<file path="src/rtl/mux9_rr_arbiter_pkg.sv">
// Shared types, constants and the round-robin pick function for the 9-way arbiter.
package mux9_pkg;

  typedef enum logic {ARB, GRANT} arb_state_t;

  localparam int unsigned NUM_CH   = 9;
  localparam int unsigned DW       = 16;
  localparam logic [3:0]  IDLE_SEL = 4'hF;

  // First requester found scanning ptr, ptr+1, ... modulo NUM_CH; IDLE_SEL if none.
  function automatic logic [3:0] next_rr(input logic [NUM_CH-1:0] req,
                                         input logic [3:0]        ptr);
    logic [3:0]  win;
    logic [3:0]  idx4;
    logic        found;
    int unsigned idx;
    win   = IDLE_SEL;
    found = 1'b0;
    for (int unsigned k = 0; k < NUM_CH; k++) begin
      idx  = (32'(ptr) + k) % NUM_CH;
      idx4 = 4'(idx);
      if (!found && req[idx4]) begin
        win   = idx4;
        found = 1'b1;
      end
    end
    return win;
  endfunction

endpackage

</file>
<file path="src/rtl/mux_9to1.sv">
// 9:1 data mux; any select outside 0..8 drives all-ones.
module mux_9to1 #(
  parameter int unsigned DW = 16
) (
  input  logic [3:0]    sel,
  input  logic [DW-1:0] a,
  input  logic [DW-1:0] b,
  input  logic [DW-1:0] c,
  input  logic [DW-1:0] d,
  input  logic [DW-1:0] e,
  input  logic [DW-1:0] f,
  input  logic [DW-1:0] g,
  input  logic [DW-1:0] h,
  input  logic [DW-1:0] i,
  output logic [DW-1:0] y
);

  // Select one input; idle select yields the all-ones pattern.
  always_comb begin
    y = '1;
    case (sel)
      4'd0:    y = a;
      4'd1:    y = b;
      4'd2:    y = c;
      4'd3:    y = d;
      4'd4:    y = e;
      4'd5:    y = f;
      4'd6:    y = g;
      4'd7:    y = h;
      4'd8:    y = i;
      default: y = '1;
    endcase
  end

endmodule

</file>
<file path="src/rtl/mux9_rr_arbiter.sv">
// Round-robin arbiter sharing one DW-bit valid/ready channel among 9 producers,
// with bursts of up to MAX_BURST beats per grant and one idle cycle between grants.
module mux9_rr_arbiter
  import mux9_pkg::*;
#(
  parameter int unsigned DW        = 16,
  parameter int unsigned MAX_BURST = 4
) (
  input  logic              clk,
  input  logic              rst_n,
  input  logic [NUM_CH-1:0] req,
  input  logic [DW-1:0]     din_0,
  input  logic [DW-1:0]     din_1,
  input  logic [DW-1:0]     din_2,
  input  logic [DW-1:0]     din_3,
  input  logic [DW-1:0]     din_4,
  input  logic [DW-1:0]     din_5,
  input  logic [DW-1:0]     din_6,
  input  logic [DW-1:0]     din_7,
  input  logic [DW-1:0]     din_8,
  output logic [NUM_CH-1:0] ack,
  output logic [NUM_CH-1:0] grant,
  output logic [3:0]        sel,
  output logic [DW-1:0]     out_data,
  output logic              out_valid,
  input  logic              out_ready
);

  if (MAX_BURST < 1) begin : g_bad_burst
    $error("mux9_rr_arbiter: MAX_BURST must be >= 1");
  end

  localparam int unsigned CW        = $clog2(MAX_BURST + 1);
  localparam logic [CW-1:0] LAST_BEAT = CW'(MAX_BURST - 1);
  localparam logic [3:0]  LAST_CH   = 4'(NUM_CH - 1);

  arb_state_t        state_q, state_d;
  logic [3:0]        sel_q, sel_d;
  logic [3:0]        ptr_q, ptr_d;
  logic [NUM_CH-1:0] grant_q, grant_d;
  logic [CW-1:0]     cnt_q, cnt_d;
  logic [3:0]        winner;
  logic [NUM_CH-1:0] live;
  logic              xfer;

  // grant_q is one-hot or zero, so masking req with it gives req[sel] without indexing.
  assign live      = grant_q & req;
  assign out_valid = |live;
  assign xfer      = out_valid & out_ready;
  assign ack       = xfer ? grant_q : '0;
  assign grant     = grant_q;
  assign sel       = sel_q;
  assign winner    = next_rr(req, ptr_q);

  mux_9to1 #(.DW(DW)) u_mux (
    .sel (sel_q),
    .a   (din_0),
    .b   (din_1),
    .c   (din_2),
    .d   (din_3),
    .e   (din_4),
    .f   (din_5),
    .g   (din_6),
    .h   (din_7),
    .i   (din_8),
    .y   (out_data)
  );

  // Next-state: pick a winner in ARB; in GRANT count beats and release on burst end or withdrawal.
  always_comb begin
    state_d = state_q;
    sel_d   = sel_q;
    ptr_d   = ptr_q;
    grant_d = grant_q;
    cnt_d   = cnt_q;
    unique case (state_q)
      ARB: begin
        if (|req) begin
          state_d = GRANT;
          sel_d   = winner;
          grant_d = NUM_CH'(1) << winner;
          cnt_d   = '0;
          ptr_d   = (winner == LAST_CH) ? 4'd0 : winner + 4'd1;
        end
      end
      GRANT: begin
        if (!out_valid || (xfer && cnt_q == LAST_BEAT)) begin
          state_d = ARB;
          sel_d   = IDLE_SEL;
          grant_d = '0;
          cnt_d   = '0;
        end else if (xfer) begin
          cnt_d = cnt_q + 1'b1;
        end
      end
    endcase
  end

  // State register with asynchronous active-low reset.
  always_ff @(posedge clk or negedge rst_n) begin
    if (!rst_n) begin
      state_q <= ARB;
      sel_q   <= IDLE_SEL;
      ptr_q   <= '0;
      grant_q <= '0;
      cnt_q   <= '0;
    end else begin
      state_q <= state_d;
      sel_q   <= sel_d;
      ptr_q   <= ptr_d;
      grant_q <= grant_d;
      cnt_q   <= cnt_d;
    end
  end

endmodule

</file>
<file path="config.mk">
export PLATFORM = sky130hd
export DESIGN_NAME = mux9_rr_arbiter
export DESIGN_NICKNAME = d
export VERILOG_FILES = /design/src/rtl/mux9_rr_arbiter_pkg.sv /design/src/rtl/mux_9to1.sv /design/src/rtl/mux9_rr_arbiter.sv
export SDC_FILE = /design/constraint.sdc
export NUM_CORES = 1
export LEC_CHECK = 0
export ABC_AREA = 1
export BUFFER_PORTS_ARGS = -buffer_cell sky130_fd_sc_hd__buf_2
export CORE_AREA = 2 2 178 93
export DETAILED_ROUTE_END_ITERATION = 16
export DIE_AREA = 0 0 180 95
export PLACE_DENSITY = 0.62
export SYNTH_ARGS = -nofsm -noshare
export SYNTH_HDL_FRONTEND = slang
export SYNTH_SLANG_ARGS = --single-unit
</file>
<file path="constraint.sdc">
create_clock -name clk -period 6.9 [get_ports clk]
set_input_delay 1.725 -clock clk [delete_from_list [all_inputs] [get_ports clk]]
set_output_delay 1.725 -clock clk [all_outputs]
set_load 0.05 [all_outputs]
</file>
==> summary.md, run 1 <==
| Metric | Value |
|---|---|
| Layout cell share with drive strength beyond 1 | `0.252` |
| Worst EP arrival | `around 6.2 ns` |
| Ant. Diodes | `0` |
| Number of buffers created by CTS | `3` |
| Worst slew pin tran | `1.26 ns` |
| Tot GR Track Use | `0.273` |
| GRT overflow | `0` |
| Clk sinks | `21` |
| Worst Setup Start Kind | `register` |
| Critical Path Start | `ptr_q[1]$_DFFE_PN0P_` |
| CTS clk-pin slew, worst paths | `approximately 0.07 ns` |
| Top_reg_cell synth | `dfrtp_1` |
| Vias in the first global route | `approximately 6500` |
| Placement row count | `33` |
| YS warnings | `0` |
| Slew Limit Headroom | `0.159` |
| Die X | `approximately 180 um` |
| Gr busiest metal | `met1` |
| HP Class | `reg2reg` |
| Cell variety after synth | `between 50 and 60` |
| RSZ-0062 raised after global routing | `false` |
| Final worst-path cycle share | `0.880` |
| Dpl hpwl | `approximately 21 mm` |
| Top cells by area, synth | `nand3_1 14%, nand2_1 13%, ha_1 12%` |
| Post-synth EDFFs | `0` |
| Mapped Nets | `1219` |
| First-pass GRT wire length | `roughly 37 mm` |
| Mapped Cells | `1006` |
| Avg WL per Cell | `17.8 um` |
| Critical path buffer and inverter count | `8` |
| Layout Skew | `a little over 0.009 ns` |
| Status | `completed` |
| Critical Path Max Stage Delay | `~0.64 ns` |
| Final wirelength | `between 20 and 25 mm` |
| I/O Buffers | `between 150 and 200` |
| Max Root-Sink Buffers | `2` |
| Part of the Yosys area used for sequential elements | `0.0870` |
| CP Data Required Time | `roughly 7.0 ns` |
| Iteration-0 DRC Markers | `between 1000 and 1500` |
| GR Util met3 | `0.0995` |
| Post-synth top area cell | `nand3_1` |
| Die Footprint | `~17000 sq um` |
| Crit-path most repeated cell | `nand3_1` |
| Minimum clock period | `6.07 ns` |
| Top cell type's share of synthesized area | `0.143` |
| Critical path's slowest cell | `dfrtp_1` |
| Core area | `about 16000 sq um` |
| Delay-heaviest family, CP | `simple AND/OR/NAND/NOR gates` |
| Met2 Use GR | `0.312` |
| Start point of the worst min-delay path | `cnt_q[2]$_DFFE_PN0P_` |
| Crit end category | `register` |
| DRC errors left | `0` |
| Gpl congestion | `between 0.9 and 1` |
| Clock tree from TritonCTS | `yes` |
| Initial antenna violation count | `1` |
| DRT antenna net count | `0` |
| Asr flop ratio synth | `1.00` |
| Final Setup Violations | `0` |
| Final Max Slew Viols | `0` |
| Starting Density | `0.388` |
| M1 GR Usage | `0.460` |
| Max Cap Violations | `0` |
| Area Overhead vs Synth | `20.4%` |
| Setup bufs post-CTS | `0` |
| Clock Latency Late Sink | `about 0.26 ns` |
| Hold_buf cts | `0` |
| Final Hold Viols | `0` |
| Vias | `just under 8000` |
| Worst reg2reg startpoint | `ptr_q[1]$_DFFE_PN0P_` |
| Vias per cell | `~5.6` |
| I/O pins | `195` |
| WS Path Type | `reg2reg` |
| Root buffer cell | `clkbuf_16` |
| H-tree levels | `1` |
| Mean Syn Cell Area | `between 6 and 7 sq um` |
| Mapped Area | `6100 sq um` |
| Final TNS setup | `0 ns` |
| FF-to-FF setup slack | `around 0.83 ns` |
| Largest net degree at the start of global routing | `34` |
| Peak Freq | `between 0.15 and 0.2 GHz` |
| Cells resized by post-CTS repair | `0` |
| Worst-path fanout max | `15` |
| Chip height | `about 95 um` |
| Number of detailed-route iterations in the first pass | `5` |
| Flip-flop and latch count after synthesis | `21` |
| Fin nets | `approximately 1400` |
==> final cells by class <==
cell class / count / area, sq um
Timing Repair Buffer: 201 / 1020
Clock buffer: 3 / 75.1
Tap cell: 210 / 263
Clock inverter: 1 / 5.00
Sequential cell: 21 / 531
Fill cell: 1710 / 8390
Multi-Input combinational cell: 810 / 4890
Inverter: 148 / 557
==> layout by cell type, fill, tap and decap left out, types with 10 or more instances in the layout <==
master      n
a21oi_1    28
a221oi_1   38
buf_2     194
dfrtp_1    17
ha_1       57
inv_1     125
inv_2      14
nand2_1   217
nand2_2    26
nand3_1   174
nand3b_1   11
nand4_1    22
nor2_1     69
o21ai_0    31
o21ai_1    10
xor2_1     20
==> cell usage after synthesis, drive strengths merged, types with 6 or more instances <==
library cell,instances
nand3b,12
a21oi,30
dfrtp,17
nand3,184
a221oi,38
clkbuf,18
a32o,8
nor3,8
o21ai,46
buf,9
xor2,24
o22ai,7
o31ai,6
xnor2,6
nand4,24
nand2,249
inv,139
clkinv,9
ha,57
a22o,8
nor2,83
==> tightest hold or removal path, cell delays in order (launching register included) <==
cell	delay [ns]
dfrtp_1	0.34
nand2_1	0.05
o31ai_1	0.06
==> stage by stage <==
step                area [sq um]  setup WS, ns  instances  hold WS (ns)  utilization
global route                7350         0.191       1394         0.513        0.467
finish                      7350         0.829       1394         0.480        0.467
detailed placement          7270         0.896       1390         0.474        0.462
floorplan                   6100          1.26       1006         0.452            -
global placement            7270          1.11       1390         0.470        0.462
CTS                         7350         0.849       1394         0.487        0.467
==> registers in the layout, indices dropped and copies added, names as in the netlist <==
register / flops
cnt_q: 3
grant: 9
sel: 4
ptr_q: 4
state_q: 1
==> cell families after synthesis <==
| family | Yosys count | share of synthesized area |
|---|---|---|
| flops | 21 | 0.0870 |
| xor+xnor | 30 | 0.0480 |
| fa+ha+maj | 57 | 0.117 |
| buf+inv | 175 | 0.112 |
| simple gates | 570 | 0.459 |
| compound gates | 153 | 0.177 |
==> path summary, 6_finish.rpt <==
kind                                         to  cells after the start
setup reg to reg           ptr_q[0]$_DFFE_PN0P_                     35
min in group asynchronous  grant[8]$_DFFE_PN0P_                      1
max in group asynchronous    sel[1]$_DFFE_PN1P_                      1
hold reg to reg            cnt_q[2]$_DFFE_PN0P_                      2
setup / recovery           ptr_q[0]$_DFFE_PN0P_                     35
hold / removal             cnt_q[2]$_DFFE_PN0P_                      2
==> routing by layer <==
layer	routed length [um]	vias up
met3	3300	10
met2	8670	406
met4	42	2
met5	13	-
li1	-	3793
met1	12800	3564
Power of run 1 is not shown: default switching activity piles up to over one toggle a cycle in this logic, so the estimate is an artifact.
==> run 2: changes to the inputs <==
--- a/config.mk
+++ b/config.mk
@@ -5,12 +5,12 @@
 export SDC_FILE = /design/constraint.sdc
 export NUM_CORES = 1
 export LEC_CHECK = 0
-export ABC_AREA = 1
+export ABC_AREA = 0
 export BUFFER_PORTS_ARGS = -buffer_cell sky130_fd_sc_hd__buf_2
-export CORE_AREA = 2 2 178 93
+export CORE_AREA = 2 2 192 100
 export DETAILED_ROUTE_END_ITERATION = 16
-export DIE_AREA = 0 0 180 95
-export PLACE_DENSITY = 0.62
+export DIE_AREA = 0 0 194 102
+export PLACE_DENSITY = 0.61
 export SYNTH_ARGS = -nofsm -noshare
 export SYNTH_HDL_FRONTEND = slang
 export SYNTH_SLANG_ARGS = --single-unit
==> run 2 against run 1 <==
Register-to-register slack got worse by 0.46 ns. Hold slack gained 0.025 ns. Core utilization increased by 0.79 points. Global-route usage rose by 2.3 points. Final cell count is 1.6% lower. Synthesized area increased by 16%. Critical endpoint unchanged.
==> summary.md, run 2 <==
| Metric | Value |
|---|---|
| Status | `completed` |
| Layout Skew | `0.00250 ns` |
| First-pass GRT wire length | `approximately 46 mm` |
| H-tree levels | `1` |
| Largest net degree at the start of global routing | `49` |
| Critical Path Max Stage Delay | `0.59 ns` |
| YS warnings | `0` |
| Asr flop ratio synth | `1.00` |
| Gpl congestion | `a little over 1` |
| Top cell type's share of synthesized area | `0.101` |
| Fillcell total | `~1800` |
| Clock Latency Late Sink | `about 0.26 ns` |
| Minimum clock period | `6.53 ns` |
| DRC errors left | `0` |
| Chip height | `102 um` |
| Delay-heaviest family, CP | `simple AND/OR/NAND/NOR gates` |
| Die X | `slightly below 200 um` |
| Root buffer cell | `clkbuf_16` |
| I/O Buffers | `approximately 190` |
| GRT overflow | `0` |
| Tot GR Track Use | `0.296` |
| Slew Limit Headroom | `0.220` |
| Placed cell area | `between 8000 and 9000 sq um` |
| Mapped Area | `~7100 sq um` |
| Mean Syn Cell Area | `around 7.4 sq um` |
| Setup bufs post-CTS | `0` |
| DRT antenna net count | `0` |
| WS Path Type | `reg2reg` |
| Critical path buffer and inverter count | `4` |
| CTS clk-pin slew, worst paths | `0.06 ns` |
| Ant. Diodes | `0` |
| Flip-flop and latch count after synthesis | `21` |
| Largest register FFs | `9` |
| Area Overhead vs Synth | `21.1%` |
| Top cells by area, synth | `ha_1 10%, dfrtp_1 6.0%, a22oi_1 5.3%` |
| Post-synth top cells | `89 x nand2_1, 61 x nor2_1, 57 x ha_1` |
| Vias | `8929` |
| Peak Freq | `around 0.15 GHz` |
| Starting Density | `0.392` |
| Initial antenna violation count | `0` |
| Mapped Cells | `~950` |
| Worst slew pin tran | `about 1.2 ns` |
| Commonest cells after routing, fill and taps aside | `194 x buf_2, 89 x nand2_1, 61 x nor2_1` |
| Vias in the first global route | `7841` |
| Final Max Slew Viols | `0` |
| Commonest non-fill, non-tap cell in the layout | `buf_2` |
| Iteration-0 DRC Markers | `between 1000 and 1500` |
| Final wirelength | `approximately 31 mm` |
| Avg WL per Cell | `22.6 um` |
| Max Root-Sink Buffers | `2` |
| Worst-path fanout max | `10` |
| Layout cell share with drive strength beyond 1 | `0.286` |
| Fin nets | `~1300` |
| Top_reg_cell synth | `dfrtp_1` |
| Worst EP arrival | `between 6 and 7 ns` |
| Setup ws final | `approximately 0.37 ns` |
| Clk sinks | `21` |
| Mapped Nets | `between 1000 and 1500` |
| Final worst-path cycle share | `0.946` |
| I/O pins | `195` |
| Crit-path most repeated cell | `ha_1` |
| Placement row count | `35` |
| Cell chain of the critical path | `inv_2, buf_4, ha_1, or4_1, a21oi_2, ha_1, nor3b_1, o311ai_0, a22oi_2, nand3_1, and2_1, a2111oi_1, or4_1, nand4_1, or4b_4, nor3_1, a21oi_1, and3_1, inv_1, ha_1, inv_1, nor4_4, a211oi_1` |
| Die Footprint | `19800 sq um` |
| CP Data Required Time | `around 7 ns` |
| Most common cell in the netlist | `nand2_1` |
| Worst Setup Start Kind | `register` |
| Clock tree from TritonCTS | `yes` |
| Number of buffers created by CTS | `3` |
| Hold slack final | `around 0.5 ns` |
| Post-synth EDFFs | `0` |
| Part of the Yosys area used for sequential elements | `0.0750` |
| Vias per cell | `between 6 and 7` |
| HP Class | `reg2reg` |
| Max Cap Violations | `0` |
| Fin area | `about 8600 sq um` |
| Post-synth top area cell | `ha_1` |
| Core area | `~18000 sq um` |
| Number of detailed-route iterations in the first pass | `6` |
| Final Setup Violations | `0` |
| Critical path's slowest cell | `or4b_4` |
| Final Hold Viols | `0` |
| Crit end category | `register` |
| DP Worst Slack | `0.245 ns` |
| Dpl hpwl | `24.7 mm` |
| Cell variety after synth | `98` |
[run 2: final timing paths]
kind | to | depth (start not counted) | slack, ns | startpoint
hold / removal | cnt_q[2]$_DFFE_PN0P_ | 2 | 0.51 | cnt_q[2]$_DFFE_PN0P_
hold reg to reg | cnt_q[2]$_DFFE_PN0P_ | 2 | 0.51 | cnt_q[2]$_DFFE_PN0P_
max in group asynchronous | ptr_q[2]$_DFFE_PN0P_ | 1 | 5.10 | rst_n
setup reg to reg | ptr_q[0]$_DFFE_PN0P_ | 23 | 0.37 | ptr_q[2]$_DFFE_PN0P_
min in group asynchronous | grant[7]$_DFFE_PN0P_ | 1 | 1.43 | rst_n
setup / recovery | ptr_q[0]$_DFFE_PN0P_ | 23 | 0.37 | ptr_q[2]$_DFFE_PN0P_
[run 2: per-stage QoR]
stage | setup TNS, ns | utilization | cells
after global routing | -0.0172 | 0.475 | 1372
after floorplan | 0 | - | 952
after CTS | 0 | 0.473 | 1372
final | 0 | 0.475 | 1372
after global placement | 0 | 0.469 | 1368
after detailed placement | 0 | 0.469 | 1368
[run 2: kinds of logic (layout without fill, tap and decap cells)]
| kind of cell | count (synthesis) | after routing | share of synthesized area |
|---|---|---|---|
| DFF | 21 | 21 | 0.0750 |
| muxes | 41 | 41 | 0.0776 |
| buffers and inverters | 107 | 287 | 0.0643 |
| and+or+nand+nor | 348 | 348 | 0.261 |
| adders and majority gates | 57 | 57 | 0.101 |
| xor gates and xnor gates | 42 | 42 | 0.0552 |
| AOI/OAI and AO/OA | 336 | 336 | 0.366 |
[run 2: final cells by class]
type                            instances  area [sq um]  share of cell area
Inverter                               46           173              0.0202
Timing Repair Buffer                  237          1290               0.151
Clock buffer                            3          75.1             0.00876
Tap cell                              240           300              0.0350
Clock inverter                          1          5.00            0.000584
Sequential cell                        21           533              0.0622
Multi-Input combinational cell        824          6190               0.722
[run 2: timing repair]
item	CTS	global route
hold buffers	0	0
resized for setup	0	10
endpoints found under the setup margin	0	7
hold endpoints to repair	0	0
[run 2: metal layers]
| layer | wire length [um] | global-route usage | share of wire | vias up |
|---|---|---|---|---|
| li1 | - | - | - | 4080 |
| met1 | 14500 | 0.467 | 0.47 | 4224 |
| met2 | 11200 | 0.373 | 0.36 | 592 |
| met3 | 4930 | 0.114 | 0.16 | 33 |
| met4 | 307 | 0.0286 | 0.0099 | 0 |
| met5 | 0 | 0 | 0 | - |
[run 2: worst reg2reg max path, stage by stage (launching register included)]
cell and delay, ns:
dfrtp_2 0.49, inv_2 0.21, buf_4 0.22, ha_1 0.34, or4_1 0.55, a21oi_2 0.27
ha_1 0.23, nor3b_1 0.18, o311ai_0 0.15, a22oi_2 0.31, nand3_1 0.20, and2_1 0.27
a2111oi_1 0.52, or4_1 0.28, nand4_1 0.17, or4b_4 0.59, nor3_1 0.22, a21oi_1 0.05
and3_1 0.21, inv_1 0.12, ha_1 0.23, inv_1 0.09, nor4_4 0.39, a211oi_1 0.09
Power of run 2 is left out for the same reason.
==> run 3: changes to the inputs <==
--- a/config.mk
+++ b/config.mk
@@ -7,10 +7,13 @@
 export LEC_CHECK = 0
 export ABC_AREA = 0
 export BUFFER_PORTS_ARGS = -buffer_cell sky130_fd_sc_hd__buf_2
+export CAP_MARGIN = 30
 export CORE_AREA = 2 2 192 100
 export DETAILED_ROUTE_END_ITERATION = 16
 export DIE_AREA = 0 0 194 102
+export MAX_ROUTING_LAYER = met4
 export PLACE_DENSITY = 0.61
+export SLEW_MARGIN = 0
 export SYNTH_ARGS = -nofsm -noshare
 export SYNTH_HDL_FRONTEND = slang
 export SYNTH_SLANG_ARGS = --single-unit
==> run 3 against run 2 <==
Setup slack better by 0.014 ns. Flip-flop and latch count did not move. Critical path type unchanged. First-iteration DRC count increased by 5.7%. Via count increased by 0.18%. Clock-buffer cell count increased by 1. Critical endpoint unchanged.
==> summary.md, run 3 (same netlist as run 2, synthesis figures left out) <==
| Metric | Value |
|---|---|
| CP Data Required Time | `about 7.0 ns` |
| Non-filler cells, final | `between 1000 and 1500` |
| DRT antenna net count | `0` |
| Root buffer cell | `clkbuf_16` |
| DRC errors left | `0` |
| Crit end category | `register` |
| Max Cap Violations | `0` |
| Vias | `between 8000 and 9000` |
| I/O pins | `between 150 and 200` |
| Gpl congestion | `approximately 1.0` |
| Layout Skew | `~0.0017 ns` |
| Final TNS setup | `0 ns` |
| Die Footprint | `19800 sq um` |
| Clock Latency Late Sink | `approximately 0.26 ns` |
| Commonest cells after routing, fill and taps aside | `195 x buf_2, 89 x nand2_1, 61 x nor2_1` |
| Slew Limit Headroom | `0.438` |
| Worst slew pin tran | `0.841 ns` |
| Start point of the worst min-delay path | `cnt_q[2]$_DFFE_PN0P_` |
| Number of buffers created by CTS | `3` |
| Cells after DPL | `about 1400` |
| Area Overhead vs Synth | `22.2%` |
| Die X | `about 190 um` |
| Final worst-path cycle share | `0.944` |
| Critical Path Max Stage Delay | `~0.6 ns` |
| I/O Buffers | `194` |
| First-pass GRT wire length | `~48 mm` |
| Placement row count | `35` |
| Status | `completed` |
| Iteration-0 DRC Markers | `~1200` |
| Setup ws final | `0.386 ns` |
| Worst-path fanout max | `28` |
| Vias per cell | `roughly 6.5` |
| Fin nets | `1352` |
| Initial antenna violation count | `0` |
| WS Path Type | `reg2reg` |
| Reg area | `532 sq um` |
| Max Root-Sink Buffers | `2` |
| Final Hold Viols | `0` |
| GRT overflow | `0` |
| Final Max Slew Viols | `0` |
| RSZ-0062 raised after global routing | `false` |
| Layout cell share with drive strength beyond 1 | `0.290` |
| Commonest non-fill, non-tap cell in the layout | `buf_2` |
| Tot GR Track Use | `0.315` |
| Largest net degree at the start of global routing | `between 70 and 80` |
| Fillcell total | `approximately 1800` |
| Critical Path Start | `ptr_q[1]$_DFFE_PN0P_` |
| Number of detailed-route iterations in the first pass | `7` |
| DP Worst Slack | `~0.26 ns` |
| Worst Setup Start Kind | `register` |
| Critical path's slowest cell | `or4b_4` |
| Clk sinks | `21` |
| Cell chain of the critical path | `buf_4, ha_1, xor2_2, inv_2, ha_1, or2_1, o41ai_4, xnor2_1, mux4_2, mux2i_1, nor3_1, buf_4, or3_4, or4b_4, nor3_1, a21oi_1, and3_1, inv_1, ha_1, inv_1, nor4_4, a211oi_1` |
| Avg WL per Cell | `approximately 23 um` |
| Final Setup Violations | `0` |
| Worst EP arrival | `about 6.6 ns` |
| Final wirelength | `32.0 mm` |
| Starting Density | `0.392` |
| Crit-path most repeated cell | `ha_1` |
| Minimum clock period | `~6.5 ns` |
| Largest register FFs | `9` |
| Dpl hpwl | `25.1 mm` |
| CTS clk-pin slew, worst paths | `approximately 0.060 ns` |
| H-tree levels | `1` |
| HP Class | `reg2reg` |
| Multi-input logic area | `between 6000 and 7000 sq um` |
| Worst reg2reg startpoint | `ptr_q[1]$_DFFE_PN0P_` |
| Peak Freq | `roughly 0.15 GHz` |
| Chip height | `around 100 um` |
| Core area | `~18000 sq um` |
| Vias in the first global route | `a little under 8000` |
| Clock tree from TritonCTS | `yes` |
| Ant. Diodes | `0` |
run 3: changes by cell type in the layout (fill, tap and decap cells not counted), sizes merged:
| cell | before | now |
|---|---|---|
| clkbuf | 3 | 4 |
| clkinv | 1 | 0 |
| buf | 237 | 243 |
run 3: area by class of cell:
cell class              count  area share
inverters                  46      0.0200
repair buffers            243       0.156
flip-flops and latches     21      0.0615
well taps                 240      0.0347
clock buffers               4     0.00911
multi-input cells         824       0.718
run 3: what timing repair did:
| item | 4_1_cts | 5_1_grt |
|---|---|---|
| endpoints found under the hold margin | 0 | 0 |
| gates resized for setup | 0 | 12 |
| setup buffers | 0 | 2 |
| hold buffers | 0 | 0 |
| setup endpoints to repair | 0 | 7 |
run 3: through the flow:
stage / hold slack (ns) / utilization / cell area [sq um]
after floorplan: 0.449 / - / 7130
after global placement: 0.477 / 0.470 / 8490
after detailed placement: 0.481 / 0.471 / 8500
after CTS: 0.498 / 0.476 / 8580
after global routing: 0.520 / 0.479 / 8650
final: 0.491 / 0.479 / 8650
run 3: per-layer routing:
layer / share of wire / wire length, um / up-vias / global-route usage
met3: 0.14 / 4460 / 33 / 0.0901
met4: 0.0064 / 206 / 0 / 0.0210
met1: 0.49 / 15600 / 4233 / 0.503
met5: 0 / 0 / - / -
li1: - / - / 4094 / -
met2: 0.36 / 11700 / 585 / 0.382
run 3: worst max-delay path, delay by kind of cell, from the launching register on:
family	cells	cell delay, ns
and+or+nand+nor	7	2.17
buffers and inverters	5	0.87
adders and majority gates	3	0.82
xor gates and xnor gates	2	0.81
muxes	2	0.70
AOI/OAI and AO/OA	3	0.60
DFF	1	0.35
run 3: final timing paths:
kind / cells past startpoint / slack (ns) / to
setup / recovery: 22 / 0.39 / ptr_q[0]$_DFFE_PN0P_
hold / removal: 2 / 0.49 / cnt_q[2]$_DFFE_PN0P_
setup reg to reg: 22 / 0.39 / ptr_q[0]$_DFFE_PN0P_
hold reg to reg: 2 / 0.49 / cnt_q[2]$_DFFE_PN0P_
max in group asynchronous: 1 / 5.10 / ptr_q[0]$_DFFE_PN0P_
min in group asynchronous: 1 / 1.43 / cnt_q[0]$_DFFE_PN0P_
Power of run 3 is left out for the same reason.
